## config.mk

```make
export PLATFORM = sky130hd
export DESIGN_NAME = sid_write_arbiter
export DESIGN_NICKNAME = d
export VERILOG_FILES = /design/src/rtl/sid_write_arbiter.sv
export SDC_FILE = /design/constraint.sdc
export NUM_CORES = 1
export LEC_CHECK = 0
export CORE_UTILIZATION = 49
export CTS_BUF_LIST = sky130_fd_sc_hd__clkbuf_4
export DETAILED_ROUTE_END_ITERATION = 6
export PLACE_DENSITY = 0.82
export SKIP_LAST_GASP = 1
export SLEW_MARGIN = 5
export SYNTH_ARGS = -nofsm -noshare
export SYNTH_HDL_FRONTEND = slang
export SYNTH_SLANG_ARGS = --single-unit
```

## constraint.sdc

```tcl
create_clock -name clk -period 3.1 [get_ports clk]
set_input_delay 0.31 -clock clk [delete_from_list [all_inputs] [get_ports clk]]
set_output_delay 0.31 -clock clk [all_outputs]
set_load 0.005 [all_outputs]
```

## src/rtl/sid_write_arbiter.sv

```systemverilog
// Round-robin arbiter sharing the SID register-write port between host (A) and
// sequencer (B); each accepted write is replayed as setup / strobe / hold.
module sid_write_arbiter #(
  parameter int LOCK_TIMEOUT = 64
) (
  input  logic       clk,
  input  logic       rst,
  input  logic       a_valid,
  output logic       a_ready,
  input  logic [2:0] a_addr,
  input  logic [1:0] a_voice,
  input  logic [7:0] a_data,
  input  logic       a_lock,
  input  logic       b_valid,
  output logic       b_ready,
  input  logic [2:0] b_addr,
  input  logic [1:0] b_voice,
  input  logic [7:0] b_data,
  input  logic       b_lock,
  output logic [2:0] sid_addr,
  output logic [1:0] sid_voice,
  output logic [7:0] sid_data,
  output logic       sid_we,
  output logic       busy,
  output logic [1:0] lock_owner,
  output logic       lock_timeout_err,
  output logic [15:0] wr_count,
  output logic [1:0] dbg_state
);

  typedef enum logic [1:0] {
    S_IDLE   = 2'd0,
    S_SETUP  = 2'd1,
    S_STROBE = 2'd2,
    S_HOLD   = 2'd3
  } state_t;

  localparam logic [1:0] OWN_NONE = 2'b00;
  localparam logic [1:0] OWN_A    = 2'b01;
  localparam logic [1:0] OWN_B    = 2'b10;
  localparam logic [7:0] TIMEOUT_LAST = 8'(LOCK_TIMEOUT - 1);

  state_t      state_q;
  logic [2:0]  addr_q;
  logic [1:0]  voice_q;
  logic [7:0]  data_q;
  logic        we_q;
  logic        busy_q;
  logic [1:0]  owner_q;
  logic        err_q;
  logic [15:0] count_q;
  logic        last_b_q;
  logic [7:0]  timer_q;

  logic window;
  logic owner_valid;
  logic timer_run;
  logic expire;
  logic grant_a;
  logic grant_b;
  logic accept;

  // Handshake: x_ready is a combinational function of state, lock, last grant and
  // both valids; a write transfers on any edge where x_valid & x_ready are both high.
  always_comb begin
    window      = (state_q == S_IDLE) || (state_q == S_HOLD);
    owner_valid = ((owner_q == OWN_A) && a_valid) || ((owner_q == OWN_B) && b_valid);
    timer_run   = (owner_q != OWN_NONE) && (state_q == S_IDLE) && !owner_valid;
    // The release is keyed on the count alone, so an owner returning on the
    // final idle cycle loses the lock instead of sneaking one more write in.
    expire      = (owner_q != OWN_NONE) && (state_q == S_IDLE) && (timer_q == TIMEOUT_LAST);
    grant_a     = 1'b0;
    grant_b     = 1'b0;
    case (owner_q)
      OWN_A:   grant_a = 1'b1;
      OWN_B:   grant_b = 1'b1;
      default: begin
        if (a_valid && b_valid) begin
          grant_a = last_b_q;
          grant_b = !last_b_q;
        end else begin
          grant_a = a_valid;
          grant_b = b_valid;
        end
      end
    endcase
    a_ready = window && a_valid && grant_a && !expire;
    b_ready = window && b_valid && grant_b && !expire;
    accept  = a_ready || b_ready;
  end

  always_ff @(posedge clk or posedge rst) begin
    if (rst) begin
      state_q  <= S_IDLE;
      addr_q   <= 3'd0;
      voice_q  <= 2'd0;
      data_q   <= 8'd0;
      we_q     <= 1'b0;
      busy_q   <= 1'b0;
      owner_q  <= OWN_NONE;
      err_q    <= 1'b0;
      count_q  <= 16'd0;
      last_b_q <= 1'b1;
      timer_q  <= 8'd0;
    end else begin
      case (state_q)
        S_IDLE: begin
          if (accept) begin
            state_q <= S_SETUP;
            busy_q  <= 1'b1;
          end
        end
        S_SETUP: begin
          state_q <= S_STROBE;
          we_q    <= 1'b1;
        end
        S_STROBE: begin
          state_q <= S_HOLD;
          we_q    <= 1'b0;
          count_q <= count_q + 16'd1;
        end
        default: begin
          if (accept) begin
            state_q <= S_SETUP;
          end else begin
            state_q <= S_IDLE;
            busy_q  <= 1'b0;
          end
        end
      endcase

      if (a_ready) begin
        addr_q   <= a_addr;
        voice_q  <= a_voice;
        data_q   <= a_data;
        last_b_q <= 1'b0;
        timer_q  <= 8'd0;
        if (a_lock)
          owner_q <= OWN_A;
        else if (owner_q == OWN_A)
          owner_q <= OWN_NONE;
      end else if (b_ready) begin
        addr_q   <= b_addr;
        voice_q  <= b_voice;
        data_q   <= b_data;
        last_b_q <= 1'b1;
        timer_q  <= 8'd0;
        if (b_lock)
          owner_q <= OWN_B;
        else if (owner_q == OWN_B)
          owner_q <= OWN_NONE;
      end else if (expire) begin
        owner_q <= OWN_NONE;
        err_q   <= 1'b1;
        timer_q <= 8'd0;
      end else if (timer_run) begin
        timer_q <= timer_q + 8'd1;
      end
    end
  end

  assign sid_addr         = addr_q;
  assign sid_voice        = voice_q;
  assign sid_data         = data_q;
  assign sid_we           = we_q;
  assign busy             = busy_q;
  assign lock_owner       = owner_q;
  assign lock_timeout_err = err_q;
  assign wr_count         = count_q;
  assign dbg_state        = state_q;

endmodule

```

# Word level (Yosys, flattened, before mapping)
# Cells that the tools add are included.
[classes] n_bitwise=3 eq_ne=10 reduce_logical=28 add_sub_neg=2 n_mux=30
[op_table] op="$mux W8" n=6
[op_table] op="$mux W2" n=10
[op_table] op="$add A16 B1 Y16 const B" n=1
[op_table] op="$logic_and A1 B1 Y1" n=12
[op_table] op="$reduce_and A3 Y1" n=3
[op_table] op="$add A8 B1 Y8 const B" n=1
[op_table] op="$eq A8 B6 Y1 const B" n=1
[op_table] op="$pmux W1 S2" n=4
[op_table] op="$mux W1" n=7
[op_table] op="$eq A2 B2 Y1 const B" n=3
[op_table] op="$mux W3" n=2
[op_table] op="$pmux W2 S3" n=1
[op_table] op="$reduce_bool A2 Y1" n=3
[op_table] op="$eq A2 B1 Y1 const B" n=2
[op_table] op="$ne A4 B2 Y1 const B" n=1
[op_table] op="$reduce_bool A4 Y1" n=1
[op_table] op="$logic_not A1 Y1" n=3
[op_table] op="$logic_or A1 B1 Y1" n=3
[op_table] op="$ne A3 B1 Y1 const B" n=1
[op_table] op="$not A1 Y1" n=3
[op_table] op="$reduce_bool A3 Y1" n=1
[op_table] op="$logic_not A2 Y1" n=1
[op_table] op="$ne A2 B1 Y1 const B" n=1
[op_table] op="$ne A2 B2 Y1 const B" n=1
[op_table] op="$reduce_or A2 Y1" n=1
[totals] elab_cells=84 inputBits=32 ff_bits=45 out_inout_bits=38

# Logic depth before layout (Yosys ltp)
# Gate-level depths: netlist of the first run.
[logic_depth] word_depth=9 depth_mapped=8 ltp_nobuf=6

# Worst setup path after synthesis of the first run
# Ideal clock, no wire load.
[synth_timing] kind="reg2reg" startpoint="reg owner_q[0], in the netlist lock_owner[0]" endpoint="reg addr_q[0], in the netlist sid_addr[0]" stages_incl_launch_ff=9 period_less_slack_ps=2388 arrival_ps=2263 n_path_buf=2 setup_time_ps=125 slack_ps=712 t_required_ps=2975 cell_sequence="dfrtp_1 -> inv_1 -> ha_1 -> or3b_2 -> nand4_1 -> buf_6 -> buf_6 -> mux2_2 -> mux2_4"
[synth_via] elab_chain_cells=6 elab_cells_between_ends=14 cone_classes="eq/ne (2); mux (3); reduce/logical (9)"
[synth_rtl] element="start: declaration" line_no="49" source="logic [1:0] owner_q;"
[synth_rtl] element="start signal: assignment" line_no="100" source="owner_q <= OWN_NONE;"
[synth_rtl] element="start signal: assignment" line_no="139" source="owner_q <= OWN_A;"
[synth_rtl] element="start signal: assignment" line_no="141" source="owner_q <= OWN_NONE;"
[synth_rtl] element="branches (longest 6 deep; another with $mux W3)"
[synth_rtl] element="end signal: assignment" line_no="133" source="addr_q <= a_addr;"
[synth_rtl] element="end signal: assignment" line_no="143" source="addr_q <= b_addr;"
[synth_rtl] element="end: declaration" line_no="44" source="logic [2:0] addr_q;"
# Several ways; the timed one is not identified.
# A chain may end at the register's enable or synchronous reset.

# Worst setup path after layout of the first run
[layout_timing] startpoint="reg owner_q[1], in the netlist lock_owner[1]" endpoint="out b_ready"
[layout_via] elab_chain_cells=5 elab_cells_between_ends=9 cone_classes="eq/ne (2); mux (1); reduce/logical (6)"
[layout_rtl] element="branches (longest 4 deep; another with $eq A2 B2 Y1)"
[layout_rtl] element="$logic_and A1 B1 Y1 *" line_no="88" source="b_ready = window && b_valid && grant_b && !expire;"
[layout_rtl] element="end: declaration" line_no="15" source="output logic b_ready,"
# Every way passes the cells marked *.

==> impl_metrics.py, run 1 <==
metrics = {
    "logic_synthesis": {
        "ys_ff_latch": 45,
        "syn_area_um2": 2390,
        "yosys.area.top_type": "dfrtp_1",
        "synth_nets": 253,
        "yosysSeqAreaShare_pct": 47.2,
        "synth_top_area_share_pct": 46.1,
        "synth.avg_cell_area_um2": 11.3,
        "synth_most_common_cell": "dfrtp_1",
        "yosysUniqueCellTypes": 39,
        "async_flop_share_pct": 100,
        "synth-edff-count": 0,
        "postSynthCellCount": 212,
        "ys.warnings.count": 0,
        "synth_ff_type": "dfrtp_1",
        "synthTopCellsByArea": "dfrtp_1 (46%), mux2_2 (9.4%), ha_1 (4.7%)",
        "yosys-top-cells-count": "dfrtp_1 (44), mux2_2 (20), nand2_1 (13), nor2_1 (13), nand3_1 (10)",
    },
    "cts": {
        "cts_buffers": 5,
        "cts_buffer_depth": 2,
        "post_cts_resized": 0,
        "cts_sinks": 45,
        "cts_tree": "done",
        "postCtsSetupBuffers": 0,
        "hold_buffers": 0,
        "worstSkewPairLatency_ps": 370,
        "cts.clk_slew.worst_paths_ps": 140,
        "cts.htree.levels": 2,
        "ctsRootBufferMaster": "clkbuf_4",
    },
    "setup_path": {
        "reg2reg_slack_ps": 400,
        "rr_startpoint": "lock_owner[1]",
        "critPathMaxFanout": 5,
        "cp_slowest_stage_delay_ps": 530,
        "endpoint": "b_ready",
        "path_buf_inv": 2,
        "crit_slowest_cell": "or4b_4",
        "crit_start": "lock_owner[1]",
        "critPathRequiredTime_ps": 2790,
        "arrival_ps": 2650,
        "cpLargestDelayFamily": "simple AND/OR/NAND/NOR gates",
        "crit_path_start_kind": "flop",
        "r2r_cells": 6,
        "timing.rr.end": "sid_data[4]",
        "crit_type": "flop to output port",
        "crit_cells": 6,
        "worstPathCellList": "inv_1 > ha_1 > and3b_1 > or4b_4 > nor2_1 > clkdlybuf4s50_1",
        "cp-end-kind": "output port",
    },
    "route": {
        "vias_per_cell": 5.46,
        "first_pass_iters": 4,
        "wire_per_inst_um": 15.5,
        "drt_iter0_drc": 147,
        "drc": 0,
        "wl_um": 5240,
        "vias": 1852,
        "ant_nets": 0,
    },
    "layout": {
        "fin_nets": 325,
        "n_antenna_cell": 0,
        "areaGrowthSynthToFinish_pct": 32.7,
        "final_layout_size_suffix_gt1_share_pct": 15.4,
    },
    "place": {
        "hpwlAfterDp_um": 3870,
        "gp_congestion": 0.790,
        "port_buffers": 69,
    },
    "timing": {
        "finalHoldViolations": 0,
        "clock_skew_ps": 11.4,
        "tns_ps": 0,
        "final.min_clock_period_ps": 2960,
        "rsz0062_at_grt": "no",
        "drv_slew": 0,
        "relSlewSlack_pct": 33.6,
        "setup-violations-final": 0,
        "period_share_pct": 95.4,
        "max_freq_mhz": 338,
        "worstMarginPinSlew_ps": 983,
    },
    "grt": {
        "grt_max_degree": 46,
        "track_usage_pct": 21.7,
        "grt_antenna_before_repair": 0,
        "grt_pass1_wl_um": 8530,
        "overflow": 0,
        "grt_pass1_vias": 1861,
    },
    "die": {
        "dieWidth_um": 71.8,
        "pin_count": 70,
        "die_h_um": 71.8,
        "die_area_um2": 5150,
        "coreArea_um2": 4690,
        "row_count": 25,
        "start_util_pct": 50.9,
    },
    "outcome": {
        "status": "completed",
    },
    "pwr": {
        "cellLeakagePower_nw": 1.38,
        "total_power_w": 0.00270,
        "p_per_area_nw_per_um2": 853,
        "vdd.ir_drop.worst_v": 0.000534,
    },
    "hold_path": {
        "hp-class": "input pin to asynchronous set/reset pin",
    },
    "job": {
        "maxCapViolCount": 0,
    },
}
-- how the worst min path moves through the flow --
| stage | from | endpoint | slack [ps] | depth (start not counted) |
|---|---|---|---|---|
| 2_1_floorplan | b_lock | lock_owner[1] | 460 | 2 |
| 4_1_cts | rst | wr_count[8] | 470 | 2 |
| 3_3_place_gp | lock_timeout_err | lock_timeout_err | 450 | 1 |
| 5_1_grt | rst | lock_timeout_err | 510 | 2 |
| 6_report | rst | busy | 450 | 2 |
| 3_5_place_dp | lock_timeout_err | lock_timeout_err | 470 | 1 |
-- worst register-to-register path, stage by stage, from the launching register on --
cell     delay [ps]
dfrtp_1         440
inv_1           100
ha_1            330
and3b_1         220
or4b_4          530
a21oi_4         550
mux2_2          420
-- final cells by class --
| type | count | area (um2) |
|---|---|---|
| clock inverter | 3 | 22.5 |
| tap | 54 | 67.6 |
| inverter | 9 | 33.8 |
| sequential | 45 | 1130 |
| timing repair buffer | 71 | 706 |
| multi-input combinational | 152 | 1170 |
| clock buffer | 5 | 37.5 |
| fill | 380 | 1530 |
-- state kept, by name, indices dropped and copies added (netlist names), 2 cells and up --
signal	flops
wr_count	16
sid_data	8
timer_q	8
sid_addr	3
dbg_state	2
lock_owner	2
sid_voice	2
-- cells in the final DEF (no fill, tap or decap), types with 2 or more instances in the layout --
cell and instances:
buf_4 2, clkinv_4 2, a21oi_1 9, and4_1 4
nand3_1 10, clkdlybuf4s50_1 69, o21ai_0 8, mux2_2 20
xor2_1 8, or3_1 5, and2_1 2, nand2_1 13
clkbuf_4 5, nor2_1 13, mux2_4 7, and3_1 4
nor2b_1 4, o211ai_1 2, dfrtp_1 44, xnor2_1 9
inv_1 8, nand4_1 9, ha_1 9
-- per-layer routing --
layer,up-vias,global-route usage (%),share of wire [%]
met1,910,25.7,43
met2,42,38.7,51
met3,6,4.78,4.5
met5,-,0,0
li1,894,-,-
met4,0,8.06,1.3
-- power by group --
group	switching (W)	leakage [nW]	internal [W]	total, W
sequential	0.000140	0.575	0.000781	0.000921
clock	0.000199	0.0352	0.0000900	0.000289
combinational	0.000639	0.771	0.000852	0.00149
-- logic make-up (layout without fill, tap and decap cells) --
logic type	count (synthesis)	in the layout	synth area share (%)
XOR/XNOR	17	17	6.24
AND/OR/NAND/NOR	73	73	17.4
multiplexers	27	27	13.8
buffers and inverters	15	88	3.67
adder cells (fa/ha/maj)	9	9	4.72
flip-flops	45	45	47.2
AO/OA/AOI/OAI	26	26	6.92
-- through the flow --
step                      util, %  instances  setup slack [ps]  area (um2)  hold slack [ps]
after floorplan                 -        212               712        2390              456
after global placement       66.2        331               522        3110              454
after detailed placement     66.2        331               448        3110              467
after CTS                    67.5        339               164        3170              470
after global routing         67.5        339              24.0        3170              507
final                        67.5        339               142        3170              453
Note: power is estimated with default switching activity, not from simulation.
==> run 2, diff against run 1 <==
--- a/config.mk
+++ b/config.mk
@@ -5,9 +5,11 @@
 export SDC_FILE = /design/constraint.sdc
 export NUM_CORES = 1
 export LEC_CHECK = 0
+export CORE_MARGIN = 2
 export CORE_UTILIZATION = 49
 export CTS_BUF_LIST = sky130_fd_sc_hd__clkbuf_4
 export DETAILED_ROUTE_END_ITERATION = 6
+export GPL_TIMING_DRIVEN = 0
 export PLACE_DENSITY = 0.82
 export SKIP_LAST_GASP = 1
 export SLEW_MARGIN = 5
==> run 2 against run 1 <==
Net effect:
- die area rose by 5.7%
- hold slack got worse by 300 ps
- register-to-register slack improved by 190 ps
- total power increased by 2.4%
- global-route usage is 1.7 points lower
- sequential share of layout area fell by 1.0 points
==> impl_metrics.py, run 2 (synthesis results as in run 1) <==
metrics = {
    "grt": {
        "grt_pass1_wl_um": 8510,
        "grt_max_degree": 41,
        "grt_antenna_before_repair": 0,
        "grt_pass1_vias": 1893,
        "track_usage_pct": 20.0,
        "overflow": 0,
    },
    "cts": {
        "cts_buffers": 5,
        "worstSkewPairLatency_ps": 350,
        "cts.clk_slew.worst_paths_ps": 120,
        "cts.htree.levels": 2,
        "cts_buffer_depth": 2,
        "cts_tree": "done",
        "ctsRootBufferMaster": "clkbuf_4",
        "cts_sinks": 45,
    },
    "die": {
        "start_util_pct": 50.5,
        "dieWidth_um": 73.8,
        "die_area_um2": 5440,
        "coreArea_um2": 4720,
        "pin_count": 70,
        "die_h_um": 73.8,
        "row_count": 25,
    },
    "timing": {
        "max_freq_mhz": 343,
        "final.min_clock_period_ps": 2910,
        "clock_skew_ps": 13.6,
        "tns_ps": 0,
        "finalHoldViolations": 0,
        "worstMarginPinSlew_ps": 875,
        "rsz0062_at_grt": "no",
        "drv_slew": 0,
        "setup-violations-final": 0,
        "relSlewSlack_pct": 40.8,
        "period_share_pct": 94.0,
        "holdWs_ps": 153,
    },
    "pwr": {
        "cellLeakagePower_nw": 1.42,
        "combPwrFrac_pct": 56.5,
        "p_sw_share_pct": 34.4,
        "clkPwrFrac_pct": 10.3,
        "vdd.ir_drop.worst_v": 0.000575,
        "p_per_area_nw_per_um2": 848,
        "intPower_w": 0.00181,
        "seqPwrFrac_pct": 33.2,
        "total_power_w": 0.00277,
        "p_sw_w": 0.000952,
    },
    "layout": {
        "final_layout_size_suffix_gt1_share_pct": 16.4,
        "fin_nets": 333,
        "largest_reg_flops": 16,
        "fillers": 371,
        "mostFrequentLayoutCell": "clkdlybuf4s50_1",
        "areaGrowthSynthToFinish_pct": 36.6,
        "n_antenna_cell": 0,
        "layout_common_cells": "clkdlybuf4s50_1 (69), dfrtp_1 (44), mux2_2 (20)",
    },
    "setup_path": {
        "crit_path_start_kind": "flop",
        "critPathMaxFanout": 10,
        "cp-end-kind": "output port",
        "arrival_ps": 2600,
        "critPathRequiredTime_ps": 2790,
        "crit_type": "flop to output port",
    },
    "hold_path": {
        "hp-class": "input pin to asynchronous set/reset pin",
    },
    "route": {
        "first_pass_iters": 4,
        "vias": 1876,
        "drc": 0,
        "ant_nets": 0,
        "drt_iter0_drc": 54,
        "wire_per_inst_um": 14.0,
        "vias_per_cell": 5.21,
        "wl_um": 5050,
    },
    "place": {
        "port_buffers": 69,
        "hpwlAfterDp_um": 3740,
        "gp_congestion": 0.775,
    },
    "outcome": {
        "status": "completed",
    },
    "job": {
        "maxCapViolCount": 0,
    },
}
-- run 2: cell types whose count changed in the layout (fill, tap and decap cells not counted), sizes merged --
cell | previous run | this run
clkbuf | 5 | 10
clkinv | 3 | 1
buf | 2 | 7
-- run 2: through the flow --
step	worst slack, ps	instances	util, %	cell area (um2)
2_1_floorplan	712	212	-	2390
3_3_place_gp	403	348	66.9	3160
6_report	187	360	69.0	3260
4_1_cts	46.9	357	68.5	3240
3_5_place_dp	398	349	67.3	3180
5_1_grt	57.3	360	69.0	3260
-- run 2: worst paths after layout --
check	start	to	slack (ps)	depth (start not counted)
max	lock_owner[1]	a_ready	190	8
min	rst	sid_data[3]	150	2
max reg2reg	lock_owner[1]	sid_data[6]	590	7
min reg2reg	wr_count[9]	wr_count[9]	490	1
max in group asynchronous	rst	last_b_q	2460	3
min in group clk	wr_count[9]	wr_count[9]	490	1
-- run 2: power groups by stage --
| stage | logic (W) | registers (W) | clock network (W) |
|---|---|---|---|
| 6_report | 0.00156 | 0.000919 | 0.000284 |
| 5_1_grt | 0.00172 | 0.000942 | 0.000323 |
| 4_1_cts | 0.00155 | 0.000920 | 0.000298 |
| 3_5_place_dp | 0.00154 | 0.000928 | 0 |
| 3_3_place_gp | 0.00150 | 0.000920 | 0 |
| 2_1_floorplan | 0.000954 | 0.000926 | 0 |
-- run 2: area by class of cell --
class | count | area [um2] | share of cell area [%]
clock buffers | 7 | 52.6 | 1.61
clock inverters | 1 | 3.75 | 0.115
multi-input cells | 152 | 1170 | 35.9
repair buffers | 73 | 733 | 22.5
well taps | 67 | 83.8 | 2.57
flip-flops and latches | 45 | 1130 | 34.6
inverters | 9 | 33.8 | 1.04
plain buffers | 6 | 53.8 | 1.65
-- run 2: worst max-delay path, stage by stage, from the launching register on --
cell and delay, ps:
dfrtp_1 440, inv_1 100, ha_1 320, or3b_2 460, nand4_1 150, buf_6 120, buf_6 130, nor2_1 60
clkdlybuf4s50_1 460
-- run 2: routing by layer --
metal | GRT usage, % | up-vias | share of wire [%]
met5 | 0 | - | 0
met4 | 4.85 | 0 | 1.1
met3 | 5.35 | 5 | 5.4
met2 | 35.3 | 47 | 49
met1 | 24.2 | 908 | 44
li1 | - | 916 | -
-- run 2: what timing repair did --
item                       in CTS  in global routing
hold buffers                    0                  0
hold endpoints to repair        0                  0
setup endpoints to repair       0                  1
buffers inserted                0                  3
resized for setup               0                  0
